===== src/rtl/data_receiver_pkg.sv =====
// Shared definitions for the domain-B end of the req/ack multi-bit CDC handshake.
package data_receiver_pkg;

    typedef enum logic [1:0] {
        IDLE     = 2'd0,
        CAPT     = 2'd1,
        WAIT_LOW = 2'd2
    } state_t;

    localparam int unsigned DEFAULT_DATA_W      = 4;
    localparam int unsigned DEFAULT_SYNC_STAGES = 2;

endpackage


===== src/rtl/data_receiver_sync_ff.sv =====
// Single-bit synchronizer chain, reused for every bit-level crossing.
module sync_ff
    import data_receiver_pkg::*;
#(
    parameter int unsigned STAGES = DEFAULT_SYNC_STAGES
) (
    input  logic i_clk,
    input  logic i_rst,
    input  logic i_d,
    output logic o_q
);

    (* ASYNC_REG = "TRUE" *) logic [STAGES-1:0] sync_q;

    always_ff @(posedge i_clk) begin
        if (i_rst) begin
            sync_q <= '0;
        end else begin
            sync_q <= {sync_q[STAGES-2:0], i_d};
        end
    end

    assign o_q = sync_q[STAGES-1];

endmodule


===== src/rtl/data_receiver.sv =====
// Domain-B receiver: synchronizes req, captures the held bus, returns ack,
// presents each word once to a valid/ready consumer and checks +1 sequencing.
module data_receiver
    import data_receiver_pkg::*;
#(
    parameter int unsigned DATA_W      = DEFAULT_DATA_W,
    parameter int unsigned SYNC_STAGES = DEFAULT_SYNC_STAGES,
    parameter int unsigned SEQ_CHECK   = 1
) (
    input  logic              i_clk_b,
    input  logic              i_rst,
    input  logic              i_data_req,
    input  logic [DATA_W-1:0] i_data,
    output logic              o_data_ack,
    output logic [DATA_W-1:0] o_rx_data,
    output logic              o_rx_valid,
    input  logic              i_rx_ready,
    output logic              o_seq_err,
    output logic [15:0]       o_xfer_cnt
);

    localparam logic [DATA_W-1:0] ONE = {{(DATA_W-1){1'b0}}, 1'b1};

    state_t            state_q, state_d;
    logic              ack_q, ack_d;
    logic [DATA_W-1:0] rx_data_q, rx_data_d;
    logic              rx_valid_q, rx_valid_d;
    logic              seq_err_q, seq_err_d;
    logic [15:0]       cnt_q, cnt_d;
    logic [DATA_W-1:0] last_q, last_d;
    logic              armed_q, armed_d;

    logic req_s;
    logic space;
    logic capture;

    sync_ff #(
        .STAGES (SYNC_STAGES)
    ) u_req_sync (
        .i_clk (i_clk_b),
        .i_rst (i_rst),
        .i_d   (i_data_req),
        .o_q   (req_s)
    );

    assign space   = !rx_valid_q || i_rx_ready;
    assign capture = (state_q == IDLE) && req_s && space;

    always_ff @(posedge i_clk_b) begin
        if (i_rst) begin
            state_q    <= IDLE;
            ack_q      <= 1'b0;
            rx_data_q  <= '0;
            rx_valid_q <= 1'b0;
            seq_err_q  <= 1'b0;
            cnt_q      <= '0;
            last_q     <= '0;
            armed_q    <= 1'b0;
        end else begin
            state_q    <= state_d;
            ack_q      <= ack_d;
            rx_data_q  <= rx_data_d;
            rx_valid_q <= rx_valid_d;
            seq_err_q  <= seq_err_d;
            cnt_q      <= cnt_d;
            last_q     <= last_d;
            armed_q    <= armed_d;
        end
    end

    always_comb begin
        state_d    = state_q;
        ack_d      = ack_q;
        rx_data_d  = rx_data_q;
        rx_valid_d = rx_valid_q;
        seq_err_d  = seq_err_q;
        cnt_d      = cnt_q;
        last_d     = last_q;
        armed_d    = armed_q;

        unique case (state_q)
            IDLE: begin
                if (capture) begin
                    state_d = CAPT;
                end
            end
            CAPT: begin
                ack_d   = 1'b1;
                state_d = WAIT_LOW;
            end
            WAIT_LOW: begin
                if (!req_s) begin
                    ack_d   = 1'b0;
                    state_d = IDLE;
                end
            end
            default: begin
                ack_d   = 1'b0;
                state_d = IDLE;
            end
        endcase

        // A capture on the same edge as an accept keeps valid high with the new word.
        if (capture) begin
            rx_valid_d = 1'b1;
            rx_data_d  = i_data;
            cnt_d      = cnt_q + 16'd1;
            if (SEQ_CHECK != 0) begin
                if (armed_q && (i_data != last_q + ONE)) begin
                    seq_err_d = 1'b1;
                end
                last_d  = i_data;
                armed_d = 1'b1;
            end
        end else if (rx_valid_q && i_rx_ready) begin
            rx_valid_d = 1'b0;
        end
    end

    assign o_data_ack = ack_q;
    assign o_rx_data  = rx_data_q;
    assign o_rx_valid = rx_valid_q;
    assign o_seq_err  = seq_err_q;
    assign o_xfer_cnt = cnt_q;

endmodule


===== config.mk =====
export PLATFORM = sky130hd
export DESIGN_NAME = data_receiver
export DESIGN_NICKNAME = d
export VERILOG_FILES = /design/src/rtl/data_receiver_pkg.sv /design/src/rtl/data_receiver_sync_ff.sv /design/src/rtl/data_receiver.sv
export SDC_FILE = /design/constraint.sdc
export NUM_CORES = 1
export LEC_CHECK = 0
export ABC_AREA = 1
export ABC_CLOCK_PERIOD_IN_PS = 2300
export BUFFER_PORTS_ARGS = -buffer_cell sky130_fd_sc_hd__buf_2
export CORE_UTILIZATION = 55
export CTS_CLUSTER_SIZE = 28
export DETAILED_ROUTE_END_ITERATION = 6
export GPL_TIMING_DRIVEN = 0
export PLACE_DENSITY = 0.82
export SLEW_MARGIN = 20
export SYNTH_ARGS = -nofsm -noshare
export SYNTH_HDL_FRONTEND = slang
export SYNTH_SLANG_ARGS = --single-unit

===== constraint.sdc =====
create_clock -name i_clk_b -period 2.3 [get_ports i_clk_b]
set_clock_uncertainty 0.05 [all_clocks]
set_input_delay 0.115 -clock i_clk_b [delete_from_list [all_inputs] [get_ports i_clk_b]]
set_output_delay 0.115 -clock i_clk_b [all_outputs]
set_load 0.01 [all_outputs]

==> results of run 1 <==
==> cells by family after synthesis <==
logic type / Yosys count / synth area share, %
AND/OR/NAND/NOR: 76 / 28.4
buffers and inverters: 32 / 9.67
AO/OA/AOI/OAI: 31 / 12.2
flip-flops: 28 / 44.2
XOR/XNOR: 5 / 3.46
adder cells (fa/ha/maj): 2 / 1.97
==> area by class of cell <==
| cell class | instances | area [sq um] | area share (%) |
|---|---|---|---|
| timing repair buffer | 32 | 170 | 11.4 |
| buffer | 3 | 13.8 | 0.921 |
| inverter | 29 | 109 | 7.28 |
| tap | 28 | 35.0 | 2.34 |
| clock buffer | 3 | 22.5 | 1.51 |
| multi-input combinational | 114 | 584 | 39.1 |
| sequential | 28 | 561 | 37.5 |
==> per-stage QoR <==
step                      hold slack [ns]  setup WS (ns)
after global routing               0.0595          0.750
after floorplan                     0.172          0.973
after global placement              0.268          0.932
final                              0.0295          0.888
after CTS                          0.0171          0.896
after detailed placement            0.277          0.906
==> cell usage in the layout (no fill, tap or decap) <==
master         instances
buf_2                 32
nand2_1               28
dfxtp_1               28
inv_1                 27
nor2_1                22
a21oi_1               18
o21ai_0               12
nand3_1               11
nand4_1                4
nor2_4                 3
xnor2_1                3
nor3_1                 3
clkbuf_4               3
xor2_1                 2
ha_1                   2
dlygate4sd3_1          2
nor2_2                 1
nand3_4                1
clkbuf_1               1
nor3b_1                1
or2_2                  1
inv_2                  1
o21ai_1                1
nand2_2                1
clkinv_1               1
==> power by group through the flow <==
stage	Clock [W]	Sequential, W	Combinational [W]
CTS	0.000202	0.000501	0.0000654
floorplan	0	0.000514	0.0000372
global placement	0	0.000512	0.0000594
detailed placement	0	0.000512	0.0000625
finish	0.000193	0.000501	0.0000651
global route	0.000215	0.000503	0.0000741
==> flip-flops by register name, indices dropped and copies added, names as in the netlist <==
name and cells:
o_rx_valid 1, state_q 2, u_req_sync.sync_q 2, last_q 4, armed_q 1, o_data_ack 1, o_xfer_cnt 16, o_seq_err 1
==> final timing paths <==
check                                                      from                         endpoint  cells past startpoint
worst min-delay path                                      i_rst           o_seq_err$_SDFFE_PP0P_                      4
worst max register to register       o_xfer_cnt[0]$_SDFFE_PP0P_      o_xfer_cnt[14]$_SDFFE_PP0P_                      6
worst min register to register  u_req_sync.sync_q[0]$_SDFF_PP0_  u_req_sync.sync_q[1]$_SDFF_PP0_                      2
worst max-delay path                 o_xfer_cnt[0]$_SDFFE_PP0P_      o_xfer_cnt[14]$_SDFFE_PP0P_                      6
==> critical path, delay by kind of cell (launching register included) <==
| kind | cells | cell delay, ns |
|---|---|---|
| adder cells (fa/ha/maj) | 1 | 0.21 |
| flip-flops | 1 | 0.41 |
| AND/OR/NAND/NOR | 4 | 0.48 |
| AO/OA/AOI/OAI | 1 | 0.17 |
==> per-layer routing <==
layer | vias to the layer above | global-route usage [%] | part of all wire [%]
li1 | 630 | - | -
met1 | 532 | 27.8 | 45
met2 | 35 | 40.0 | 49
met3 | 5 | 4.32 | 4.8
met4 | 0 | 9.05 | 1.3
met5 | - | 0 | 0
==> results.cfg, run 1 <==
[clock_tree]
path_clk_slew_ns = 0.14
cts_buffers = 3
ctsHoldBuffers = 2
clock_sinks = 28
clk_path_buf_depth = 2
h-tree-depth = 1
clk_latency_ns = 0.32
root_buffer = clkbuf_4
post_cts_buffers = 0
post_cts_resized = 0
cts_tree = yes

[floorplan]
die-area_sq_um = 2500
start_util_pct = 57.9
rows = 17
core_sq_um = 2190
io_pins = 31
die_w_um = 50.0
die_y_um = 50.0

[synthesis]
syn_area_per_cell_sq_um = 7.28
yosysUniqueCellTypes = 23
synth_area_leaders = dfxtp_1, nand2_1, inv_1
synth_top_area_cell = dfxtp_1
async_reset_ff_share_pct = 0
synthCells = 174
synth_area_sq_um = 1270
synth_edf_count = 0
ys_seq_area_share_pct = 44.2
synth-warning-count = 0
synth_seq_cells = 28
synth_top_cell_area_share_pct = 44.2
synth_commonest_cells = dfxtp_1, nand2_1, inv_1, nor2_1, a21oi_1
synth_flop_cell = dfxtp_1
syn_nets = 184

[sta]
report.final.slew_viol_count = 0
setup_viol = 0
fin_crit_ns = 1.41
hold_viol_final = 0
maxSlewHeadroom_pct = 72.2
clock.fmax_mhz = 708
period_share_pct = 61.4
tightest_slew_ns = 0.418
rsz0062_at_grt = no
fin_setup_tns_ns = 0

[layout]
fin_area_sq_um = 1500
stdcell_count = 237
layout-drive-gt1-share_pct = 20.6
nFillCells = 200
diodes = 0
nets = 221
final_core_utilization_pct = 68.2
syn_to_final_growth_pct = 18.0

[job]
drv_cap = 0

[global_routing]
grt_pass1_vias = 1105
antenna_found_initial = 0
grt_max_degree = 15
grt_pass1_wl_mm = 4.49
grt_overflow = 0
grt_use_total_pct = 23.2

[pwr]
total_power_w = 0.000759
p_per_area_nw_per_um2 = 508
swShare_pct = 23.1
max-vdd-ir-drop_mv = 0.452
intPower_w = 0.000584
clkPwrFrac_pct = 25.4
pwr-share-seq_pct = 66.0
power.leakage_nw = 0.671
pwr-share-comb_pct = 8.6
power_switching_w = 0.000176

[setup_path]
start_kind = flop
cp.arrival_ns = 1.59
critPathKind = reg2reg
critPathMaxStageDelay_ns = 0.41
crit_path_cell_trace = ha_1 > nand2_1 > nor2_4 > nand3_1 > o21ai_0 > nor2_1
critPathMaxFanout = 7
slowest_stage = dfxtp_1
worstPathRequired_ns = 2.48
reg2reg_slack_ns = 0.89
critPathCaptureType = flop

[place]
placed_area_sq_um = 1450
dp_cells = 232
globalplace.congestion = 0.781
dp_hpwl_mm = 1.99
portBuffers = 30

[worst_hold_path]
hold_path_class = in2reg

[drt]
antenna_left = 0
vias_per_cell = 5.07
drtIter0Drc = 19
drtPass1Iterations = 4
drt_wl_total_mm = 2.62
routedWlPerCell_um = 11.0
vias = 1202
drc = 0

[status]
outcome = completed
(Power assumes the default switching activity.)
==> run 2, diff against run 1 <==
--- a/config.mk
+++ b/config.mk
@@ -6,13 +6,13 @@
 export NUM_CORES = 1
 export LEC_CHECK = 0
 export ABC_AREA = 1
-export ABC_CLOCK_PERIOD_IN_PS = 2300
+export ABC_CLOCK_PERIOD_IN_PS = 1350
 export BUFFER_PORTS_ARGS = -buffer_cell sky130_fd_sc_hd__buf_2
-export CORE_UTILIZATION = 55
+export CORE_UTILIZATION = 51
 export CTS_CLUSTER_SIZE = 28
 export DETAILED_ROUTE_END_ITERATION = 6
 export GPL_TIMING_DRIVEN = 0
-export PLACE_DENSITY = 0.82
+export PLACE_DENSITY = 0.77
 export SLEW_MARGIN = 20
 export SYNTH_ARGS = -nofsm -noshare
 export SYNTH_HDL_FRONTEND = slang
==> constraint.sdc (replaced) <==
create_clock -name i_clk_b -period 1.35 [get_ports i_clk_b]
set_clock_uncertainty 0.05 [all_clocks]
set_input_delay 0.0675 -clock i_clk_b [delete_from_list [all_inputs] [get_ports i_clk_b]]
set_output_delay 0.0675 -clock i_clk_b [all_outputs]
set_load 0.01 [all_outputs]
==> results.cfg, run 2 (synthesized netlist as in run 1, its figures left out) <==
[clock_tree]
root_buffer = clkbuf_4
path_clk_slew_ns = 0.15
clock_sinks = 28
clk_latency_ns = 0.33
cts_buffers = 3
cts_tree = yes
h-tree-depth = 1
clk_path_buf_depth = 2

[place]
globalplace.congestion = 0.815
dp_hpwl_mm = 2.02
dpl_worst_slack_ns = -0.0338
portBuffers = 30
dp_cells = 232
placed_area_sq_um = 1450

[sta]
report.final.slew_viol_count = 0
rsz0062_at_grt = yes
setup_viol = 0
worst_slack_ns = 0.0531
tightest_slew_ns = 0.487
clock.fmax_mhz = 771
maxSlewHeadroom_pct = 67.5
fin_setup_tns_ns = 0
fin_crit_ns = 1.30
period_share_pct = 96.1
hold_viol_final = 0

[pwr]
power.leakage_nw = 0.741
max-vdd-ir-drop_mv = 0.623
intPower_w = 0.00108
power_switching_w = 0.000340
pwr-share-seq_pct = 60.5
clkPwrFrac_pct = 29.5
pwr-share-comb_pct = 10.0
p_per_area_nw_per_um2 = 844
swShare_pct = 24.0

[global_routing]
grt_pass1_vias = 1136
grt_overflow = 0
grt_use_total_pct = 22.6
antenna_found_initial = 0
grt_max_degree = 16
grt_pass1_wl_mm = 4.57

[layout]
register_area_sq_um = 574
stdcell_count = 249
final_cell_mix = buf_2, inv_1, nand2_1, nor2_1, dfxtp_1
multi_input_area_sq_um = 646
nets = 232
fin_area_sq_um = 1680
final_core_utilization_pct = 73.7
largest_reg_flops = 16
mostFrequentLayoutCell = buf_2
diodes = 0
layout-drive-gt1-share_pct = 32.1
syn_to_final_growth_pct = 32.3
nFillCells = 188

[worst_hold_path]
hold_path_class = in2reg
hp-start = i_data[1]

[setup_path]
critPathKind = reg2reg
cp.arrival_ns = 1.49
critPathCaptureType = flop
worstSetupEndpoint = o_xfer_cnt[4]$_SDFFE_PP0P_
worstSetupStartpoint = o_xfer_cnt[1]$_SDFFE_PP0P_
rr_endpoint = o_xfer_cnt[4]$_SDFFE_PP0P_
reg2regPathDepth = 7
slowest_stage = dfxtp_2
critPathMaxFanout = 5
r2r-start = o_xfer_cnt[1]$_SDFFE_PP0P_
worstPathRequired_ns = 1.54
crit_path_cell_trace = ha_2 > nand2_1 > nor2_4 > buf_4 > inv_1 > o21ai_1 > nor2_1
critPathMaxStageDelay_ns = 0.37
start_kind = flop
reg2reg_slack_ns = 0.05

[drt]
routedWlPerCell_um = 11.9
drc = 0
vias = 1260
drtPass1Iterations = 4
drtIter0Drc = 35
vias_per_cell = 5.06
drt_wl_total_mm = 2.95
antenna_left = 0

[floorplan]
die_y_um = 51.9
rows = 17
start_util_pct = 55.7
die_w_um = 51.9
io_pins = 31
core_sq_um = 2280
die-area_sq_um = 2690

[job]
drv_cap = 0

[status]
outcome = completed
run 2: power by group through the flow:
stage	clock network, W	registers, W	logic [W]
after floorplan	0	0.000876	0.0000634
after global placement	0	0.000872	0.000103
after detailed placement	0	0.000873	0.000107
after CTS	0.000414	0.000855	0.000120
after global routing	0.000440	0.000858	0.000157
final	0.000418	0.000856	0.000142
run 2: worst min-delay path by stage:
stage                                      endpoint  slack [ns]  cells after the start
floorplan           u_req_sync.sync_q[0]$_SDFF_PP0_        0.12                      2
global placement    u_req_sync.sync_q[0]$_SDFF_PP0_        0.22                      3
detailed placement  u_req_sync.sync_q[0]$_SDFF_PP0_        0.24                      3
CTS                         o_rx_valid$_SDFFE_PP0P_        0.02                      4
global route                 last_q[1]$_SDFFE_PP0P_        0.06                      3
finish                       last_q[1]$_SDFFE_PP0P_        0.04                      3
run 2: repair_timing:
action	CTS	global route
endpoints found under the hold margin	5	1
pin swaps	3	7
hold buffers	5	1
gates resized for setup	4	24
buffers inserted	2	5
setup endpoints to repair	5	13
run 2: worst max-delay path, delay by kind of cell (launching register included):
kind,cells,cell delay (ns)
AND/OR/NAND/NOR,3,0.31
flip-flops,1,0.37
adder cells (fa/ha/maj),1,0.19
AO/OA/AOI/OAI,1,0.11
buffers and inverters,2,0.17
run 2: area by class of cell:
type | instances | area share, %
tap | 28 | 2.09
clock buffer | 4 | 2.16
inverter | 29 | 6.49
buffer | 3 | 0.821
timing repair buffer | 43 | 15.7
multi-input combinational | 114 | 38.5
sequential | 28 | 34.3
run 2: layer usage:
metal | global-route usage (%) | part of all wire [%] | vias up
met2 | 41.5 | 51 | 42
met3 | 2.92 | 4.5 | 2
met5 | 0 | 0 | -
met1 | 26.7 | 44 | 570
met4 | 7.66 | 0.58 | 0
li1 | - | - | 646
run 2: stage by stage:
stage	hold WS [ns]	total power, W
floorplan	0.124	0.000940
global placement	0.216	0.000974
detailed placement	0.236	0.000980
CTS	0.0218	0.00139
global route	0.0612	0.00146
finish	0.0377	0.00142
